--- config.mk ---
export PLATFORM = sky130hd
export DESIGN_NAME = alu_arbiter
export DESIGN_NICKNAME = d
export VERILOG_FILES = /design/src/rtl/alu_pkg.sv /design/src/rtl/alu_rr_arb.sv /design/src/rtl/alu_arbiter.sv
export SDC_FILE = /design/constraint.sdc
export NUM_CORES = 1
export LEC_CHECK = 0
export CORE_ASPECT_RATIO = 0.7
export CORE_UTILIZATION = 30
export CTS_CLUSTER_DIAMETER = 120
export DETAILED_ROUTE_END_ITERATION = 6
export DONT_BUFFER_PORTS = 1
export REMOVE_ABC_BUFFERS = 1
export SYNTH_ARGS = -nofsm -noshare
export SYNTH_HDL_FRONTEND = slang
export SYNTH_HIERARCHICAL = 1
export SYNTH_SLANG_ARGS = --single-unit
--- constraint.sdc ---
create_clock -name clk -period 3.65 [get_ports clk]
set_input_delay 0.5475 -clock clk [delete_from_list [all_inputs] [get_ports clk]]
set_output_delay 0.5475 -clock clk [all_outputs]
set_load 0.02 [all_outputs]
--- src/rtl/alu_pkg.sv ---
// Shared ALU opcodes, arbiter FSM states and the flag bundle returned by the external ALU.
package alu_pkg;

  localparam logic [2:0] OP_ADD = 3'b000;
  localparam logic [2:0] OP_SUB = 3'b001;
  localparam logic [2:0] OP_NOT = 3'b010;
  localparam logic [2:0] OP_AND = 3'b011;
  localparam logic [2:0] OP_OR  = 3'b100;
  localparam logic [2:0] OP_XOR = 3'b101;
  localparam logic [2:0] OP_LT  = 3'b110;
  localparam logic [2:0] OP_EQ  = 3'b111;

  typedef enum logic [1:0] {
    IDLE = 2'd0,
    EXEC = 2'd1,
    RESP = 2'd2
  } state_t;

  typedef struct packed {
    logic zero;
    logic overflow;
    logic carry;
  } flags_t;

endpackage

--- src/rtl/alu_rr_arb.sv ---
// Two-requester arbiter producing a one-hot grant. Round-robin when ALU_ARBITER_RR_EN
// is defined, otherwise fixed priority with requester 0 winning contention.
module alu_rr_arb (
  input  logic       clk,
  input  logic       rst_n,
  input  logic [1:0] i_req,
  input  logic       i_advance,
  output logic [1:0] o_grant
);

`ifdef ALU_ARBITER_RR_EN
  // Remembers who was granted last; reset value makes requester 0 win first.
  logic r_last;

  always_ff @(posedge clk) begin
    if (!rst_n)         r_last <= 1'b1;
    else if (i_advance) r_last <= o_grant[1];
  end

  always_comb begin
    o_grant = i_req;
    if (i_req == 2'b11) o_grant = r_last ? 2'b01 : 2'b10;
  end
`else
  logic w_unused;
  assign w_unused = &{1'b0, clk, rst_n, i_advance};

  always_comb begin
    o_grant = 2'b00;
    if (i_req[0])      o_grant = 2'b01;
    else if (i_req[1]) o_grant = 2'b10;
  end
`endif

endmodule

--- src/rtl/alu_arbiter.sv ---
// Shares one external ALU between two requesters: IDLE accepts, EXEC drives the ALU,
// RESP holds the result until taken. Arbitration mode selected by ALU_ARBITER_RR_EN.
module alu_arbiter
  import alu_pkg::*;
#(
  parameter int DATA_W = 4
) (
  input  logic                  clk,
  input  logic                  rst_n,
  input  logic [1:0]            req_valid,
  output logic [1:0]            req_ready,
  input  logic [5:0]            req_op,
  input  logic [2*DATA_W-1:0]   req_a,
  input  logic [2*DATA_W-1:0]   req_b,
  output logic                  rsp_valid,
  input  logic                  rsp_ready,
  output logic                  rsp_id,
  output logic [DATA_W-1:0]     rsp_res,
  output logic [2:0]            rsp_flags,
  output logic                  busy,
  output logic [2:0]            alu_fnselec,
  output logic [DATA_W-1:0]     alu_a,
  output logic [DATA_W-1:0]     alu_b,
  input  logic [DATA_W-1:0]     alu_res,
  input  logic                  alu_zero,
  input  logic                  alu_overflow,
  input  logic                  alu_carry
);

  state_t              r_state, w_next;
  logic [1:0]          w_grant;
  logic                w_accept, w_capture;
  logic                r_id;
  logic [2:0]          r_op;
  logic [DATA_W-1:0]   r_a, r_b, r_res;
  flags_t              r_flags;
  logic [2:0]          w_op;
  logic [DATA_W-1:0]   w_a, w_b;

  alu_rr_arb u_arb (
    .clk       (clk),
    .rst_n     (rst_n),
    .i_req     (req_valid),
    .i_advance (w_accept),
    .o_grant   (w_grant)
  );

  assign w_op = w_grant[1] ? req_op[5:3]            : req_op[2:0];
  assign w_a  = w_grant[1] ? req_a[DATA_W +: DATA_W] : req_a[0 +: DATA_W];
  assign w_b  = w_grant[1] ? req_b[DATA_W +: DATA_W] : req_b[0 +: DATA_W];

  always_ff @(posedge clk) begin
    if (!rst_n) r_state <= IDLE;
    else        r_state <= w_next;
  end

  // Grants are only exposed in IDLE and never while reset is asserted.
  always_comb begin
    w_next    = r_state;
    req_ready = 2'b00;
    w_accept  = 1'b0;
    w_capture = 1'b0;
    case (r_state)
      IDLE: begin
        req_ready = rst_n ? w_grant : 2'b00;
        if (|(req_valid & req_ready)) begin
          w_accept = 1'b1;
          w_next   = EXEC;
        end
      end
      EXEC: begin
        w_capture = 1'b1;
        w_next    = RESP;
      end
      RESP: begin
        if (rsp_ready) w_next = IDLE;
      end
      default: w_next = IDLE;
    endcase
  end

  always_ff @(posedge clk) begin
    if (!rst_n) begin
      r_id    <= 1'b0;
      r_op    <= '0;
      r_a     <= '0;
      r_b     <= '0;
      r_res   <= '0;
      r_flags <= '0;
    end else begin
      if (w_accept) begin
        r_id <= w_grant[1];
        r_op <= w_op;
        r_a  <= w_a;
        r_b  <= w_b;
      end
      if (w_capture) begin
        r_res   <= alu_res;
        r_flags <= '{zero: alu_zero, overflow: alu_overflow, carry: alu_carry};
      end
    end
  end

  assign rsp_valid   = (r_state == RESP);
  assign busy        = (r_state != IDLE);
  assign rsp_id      = r_id;
  assign rsp_res     = r_res;
  assign rsp_flags   = r_flags;
  assign alu_fnselec = r_op;
  assign alu_a       = r_a;
  assign alu_b       = r_b;

endmodule

Word level (Yosys, flattened, before mapping)

Cells that the tools add are included.

Flip-flop bits (word level): 21
Output and inout bits: 23
Bits of input ports: 34
Logic and storage cells: 31

Equality and inequality tests: 4
Reduce and logical (&&, ||, !) cells: 4
Bitwise logic cells: 1
Mux-type cells: 13

Operators by type and width:

| kind               | number |
|---|---|
| $mux 2             | 6 |
| $mux 4             | 2 |
| $pmux 2 s3         | 1 |
| $mux 1             | 3 |
| $mux 3             | 1 |
| $and 2x2->2        | 1 |
| $eq 2x1->1 const B | 1 |
| $eq 2x2->1 const B | 1 |
| $logic_not 2->1    | 1 |
| $ne 2x1->1 const B | 1 |
| $ne 2x2->1 const B | 1 |
| $reduce_and 2->1   | 1 |
| $reduce_bool 2->1  | 1 |
| $reduce_or 2->1    | 1 |

Longest topological paths before layout

Gate-level depths: netlist of the first run.

Word-level depth: 7
Depth in mapped cells: 6
Depth with buffers taken out: 4

Hierarchy

Netlist of the first run, hierarchy kept.

By module, submodules not included:

| module      | area each (sq um) | times used | seq. area each (sq um) | cells an instance |
|---|---|---|---|---|
| alu_arbiter | 963.4             | 1          | 420.4                  | 91 |
| alu_rr_arb  | 21.3              | 1          | 0.0                    | 2 |

Least setup slack after synthesis of the first run

No wires, ideal clock.

Path kind: input -> output
From: in req_valid[1]
To: out req_ready[1]
Data required time: 3.102 ns
Cell stages on the path: 4
Slack: 1.873 ns
Data arrival time: 1.229 ns
Path buffers: 2
Cells stage by stage: nor2b_4 buf_6 buf_4 and3_1

Word-level cells in the longest chain between the ends: 4

Ends and longest elaborated chain:

| item            | RTL line          | text |
|---|---|---|
| start, declared | alu_arbiter.sv:10 | `input logic [1:0] req_valid,` |
| $mux 2          | alu_rr_arb.sv:31  | `else if (i_req[1]) o_grant = 2'b10;` |
| $mux 2          | alu_rr_arb.sv:30  | `if (i_req[0]) o_grant = 2'b01;` |
| $mux 2          | alu_arbiter.sv:65 | `req_ready = rst_n ? w_grant : 2'b00;` |
| $mux 2          | alu_arbiter.sv:63 | `case (r_state)` |
| end, declared   | alu_arbiter.sv:11 | `output logic [1:0] req_ready,` |

No other way between the ends.

Final worst setup path of the first run

From: reg r_state[1]
To: out req_ready[0]

Word-level cells in the longest chain between the ends: 2

Ends and longest elaborated chain:

| item                   | RTL line          | text |
|---|---|---|
| start, declared        | alu_arbiter.sv:30 | `state_t r_state, w_next;` |
| start signal, assigned | alu_arbiter.sv:54 | `else r_state <= w_next;` |
| $logic_not 2->1        | alu_arbiter.sv:63 |  |
| $mux 2                 | alu_arbiter.sv:63 |  |

No other way between the ends.

==> results_dict.tcl, run 1 <==
set metrics [dict create \
    ys_warn_count 6 \
    drive_gt1_share_pct 8.05 \
    worstSetupStartpointType "flip-flop" \
    remaining_drc_errors 0 \
    numPortBuffers 0 \
    cts-root-buf "clkbuf_8" \
    die_w_um 70.3 \
    start_util_pct 33.2 \
    rr_startpoint "r_state[1]" \
    synthesis.area_um2 978 \
    rr_worst_depth 3 \
    register_area_um2 420 \
    htreeDepth 1 \
    finalSetupViolCount 0 \
    period_needed_ns 2.04 \
    grt_max_degree 25 \
    multi_input_area_um2 495 \
    viasPerCell 5.48 \
    syn_to_final_growth_pct 3.20 \
    fin_skew_ns 0.00125 \
    num_io_pins 57 \
    hold_viol 0 \
    cts_tree "done" \
    hold_start "rst_n" \
    postLayoutSetupSlackWorst_ns 1.61 \
    worstPathArrival_ns 1.49 \
    detailedRoute.firstPassIterationCount 2 \
    grt_setup_unrepaired "no" \
    p_leak_nw 0.517 \
    min_path_cells 1 \
    tightestPinTransition_ns 0.660 \
    path_max_fanout 17 \
    antenna_found_initial 0 \
    max_cap_viol_count 0 \
    final_cells 123 \
    rows 16 \
    ant_nets 0 \
    ir_worst_vdd_v 0.000157 \
    powerDensity_mw_per_mm2 485 \
    r2r_slack_ns 2.23 \
    cts_buffers 3 \
    grt_usage_pct 12.4 \
    endpoint_kind "primary output" \
    dp.final_hpwl_um 1510 \
    dp_cells 119 \
    hold_end "alu_a[3]" \
    routed_wl_um 2120 \
    synth_cells 92 \
    cts_resized 0 \
    hp-class "input pin to flip-flop" \
    relSlewSlack_pct 55.9 \
    setup_tns_ns 0 \
    grt_pass1_wl_um 3330 \
    grt_overflow 0 \
    postCtsHoldBufs 0 \
    worstSkewPairLatency_ns 0.26 \
    nNetsFinal 122 \
    clock_path_buffers 2 \
    worstPathRequired_ns 3.10 \
    antenna_cells 0 \
    p_total_mw 0.489 \
    timing.rr.end "alu_b[2]" \
    clock.fmax_ghz 0.491 \
    grt_pass1_vias 678 \
    status "completed" \
    num_vias 674 \
    worst-setup-path-type "flip-flop to primary output" \
    clock_sinks 21 \
    postCtsSetupBuffers 0 \
    die_h_um 49.8 \
    core_mm2 0.00294 \
    post-place-ws_ns 1.73 \
    drv_slew 0 \
    gp_congestion 0.591 \
    fin_crit_sh_pct 55.8 \
    fillCellCount 308 \
    die_area_mm2 0.00350 \
    wl_per_cell_um 17.3 \
    drtIter0Drc 3 \
    clkTransAtPathRegs_ns 0.07 \
    syn_avg_cell_area_um2 10.6 \
]
[through the flow]
step,hold WS [ns],area (um^2),util (%)
finish,0.413,1010,34.3
global route,0.405,1010,34.3
CTS,0.407,1010,34.3
detailed placement,0.562,965,32.8
global placement,0.537,965,32.8
floorplan,0.525,920,-
[state kept, by name, indices dropped and copies added, names as in the netlist]
signal / count
alu_a: 4
alu_b: 4
alu_fnselec: 3
r_state: 2
rsp_flags: 3
rsp_id: 1
rsp_res: 4
[worst max path at each step]
stage	start	to	slack [ns]	depth (start not counted)
2_1_floorplan	req_valid[1]	req_ready[1]	1.86	2
3_3_place_gp	req_valid[1]	req_ready[1]	1.75	2
6_report	r_state[1]	req_ready[0]	1.61	2
3_5_place_dp	req_valid[1]	req_ready[1]	1.73	2
4_1_cts	r_state[1]	req_ready[0]	1.57	2
5_1_grt	r_state[1]	req_ready[0]	1.49	2
[layer usage]
metal / vias up / GRT usage, % / part of all wire [%]
li1: 322 / - / -
met1: 319 / 13.8 / 43
met2: 31 / 22.1 / 49
met3: 2 / 6.13 / 8.2
met4: 0 / 1.00 / 0.38
met5: - / 0 / 0
[final cells by class]
| class | count | share of cell area [%] |
|---|---|---|
| inverter | 1 | 0.372 |
| clock buffer | 4 | 4.46 |
| sequential | 21 | 41.6 |
| tap | 36 | 4.46 |
| multi-input combinational | 61 | 49.1 |
[power by group]
part	leakage (nW)	internal, mW	switching [mW]	total [mW]
registers	0.172	0.246	0.0302	0.276
clock network	0.0228	0.0777	0.0741	0.152
logic	0.322	0.0286	0.0326	0.0612
total	0.517	0.352	0.137	0.489
[cells in the final DEF (no fill, tap or decap), drive strengths merged, types with 2 or more instances in the layout]
cell and n:
nand2b 2, nor2b 9, nand3 11, dfxtp 21, clkbuf 4, and3 3, o211a 11, mux2i 18
[critical path, stage by stage, from the launching register on]
cell	delay, ns
dfxtp_1	0.33
nor2_2	0.53
and3_1	0.37
Note: power is estimated with default switching activity, not from simulation.
==> run 2, diff against run 1 <==
clock period = 2 ns   (was 3.65 ns; I/O delays follow)
==> results_dict.tcl, run 2 (synthesized netlist as in run 1, its figures left out) <==
set metrics [dict create \
    clkTransAtPathRegs_ns 0.08 \
    switchingPower_mw 0.251 \
    combPwrFrac_pct 12.9 \
    wl_per_cell_um 17.0 \
    period_needed_ns 1.64 \
    cts_tree "done" \
    grt_pass1_vias 646 \
    ant_nets 0 \
    routed_wl_um 2120 \
    path_max_fanout 12 \
    numPortBuffers 0 \
    die_h_um 49.8 \
    cts_resized 0 \
    rows 16 \
    swShare_pct 27.9 \
    grt_max_degree 25 \
    ir_worst_vdd_v 0.000348 \
    rr_worst_depth 4 \
    gp_congestion 0.585 \
    worstSkewPairLatency_ns 0.26 \
    seq_power_share_pct 56.3 \
    num_io_pins 57 \
    drive_gt1_share_pct 10.1 \
    grt_usage_pct 12.0 \
    worst-setup-path-type "flip-flop to primary output" \
    mostFrequentLayoutCells "dfxtp_1, mux2i_1, nand3_1, o211a_1, nor2b_1" \
    endpoint_kind "primary output" \
    grt_overflow 0 \
    antenna_cells 0 \
    clock_sinks 21 \
    cts-root-buf "clkbuf_8" \
    num_vias 663 \
    dp_cells 121 \
    start_util_pct 33.2 \
    worstPathRequired_ns 1.70 \
    fin_crit_sh_pct 82.0 \
    setup_tns_ns 0 \
    drv_slew 0 \
    clock_path_buffers 2 \
    powerDensity_mw_per_mm2 876 \
    clkPwrFrac_pct 30.9 \
    tightestPinTransition_ns 0.484 \
    core_mm2 0.00294 \
    grt_setup_unrepaired "no" \
    final_common_cell "dfxtp_1" \
    min_path_cells 1 \
    detailedRoute.firstPassIterationCount 4 \
    viasPerCell 5.30 \
    relSlewSlack_pct 67.7 \
    drtIter0Drc 22 \
    worstPathArrival_ns 1.34 \
    clock.fmax_ghz 0.610 \
    intPower_mw 0.647 \
    htreeDepth 1 \
    remaining_drc_errors 0 \
    die_w_um 70.3 \
    worstSetupStartpointType "flip-flop" \
    postCtsHoldBufs 0 \
    whs_ns 0.168 \
    die_area_mm2 0.00350 \
    fin_skew_ns 0.00124 \
    status "completed" \
    grt_pass1_wl_um 3250 \
    final_cells 125 \
    cts_buffers 3 \
    hold_viol 0 \
    final_util_pct 34.8 \
    postCtsSetupBuffers 0 \
    finalSetupViolCount 0 \
    max_cap_viol_count 0 \
    syn_to_final_growth_pct 4.73 \
    p_leak_nw 0.526 \
    hp-class "input pin to flip-flop" \
    antenna_found_initial 0 \
    nNetsFinal 124 \
]
==> run 2: power by group through the flow <==
| stage | Sequential [mW] | Combinational, mW | Clock [mW] |
|---|---|---|---|
| after global placement | 0.516 | 0.112 | 0 |
| after global routing | 0.509 | 0.128 | 0.303 |
| after floorplan | 0.508 | 0.0951 | 0 |
| after detailed placement | 0.516 | 0.116 | 0 |
| final | 0.505 | 0.116 | 0.277 |
| after CTS | 0.506 | 0.117 | 0.284 |
==> run 2: through the flow <==
| step | total power, mW | cell area, um^2 | setup WS [ns] |
|---|---|---|---|
| 2_1_floorplan | 0.604 | 920 | 0.705 |
| 3_3_place_gp | 0.628 | 980 | 0.602 |
| 3_5_place_dp | 0.632 | 980 | 0.571 |
| 4_1_cts | 0.907 | 1020 | 0.363 |
| 5_1_grt | 0.940 | 1020 | 0.273 |
| 6_report | 0.897 | 1020 | 0.361 |
==> run 2: critical path, cell delays in order, from the launching register on <==
cell and delay, ns:
dfxtp_1 0.32, nor2_2 0.40, and3_1 0.35
==> run 2: layout make-up <==
cell class | count | area (um^2)
flip-flops and latches | 21 | 420
inverters | 1 | 3.75
fillers | 301 | 1920
well taps | 36 | 45.0
repair buffers | 2 | 15.0
multi-input cells | 61 | 495
clock buffers | 4 | 45.0
==> run 2: path summary, 6_finish.rpt <==
path	startpoint	to	slack [ns]
setup / recovery	r_state[1]	req_ready[1]	0.36
hold / removal	rst_n	alu_b[1]	0.17
setup reg to reg	r_state[1]	alu_b[3]	0.71
hold reg to reg	rsp_id	rsp_id	0.57
==> run 2: layer usage <==
metal  global-route usage (%)  wire length, um  vias to the layer above
met5                        0                0                        -
met4                     1.00                8                        0
met3                     7.77              227                        2
met2                     19.2              983                       30
met1                     13.9              902                      309
li1                         -                -                      322
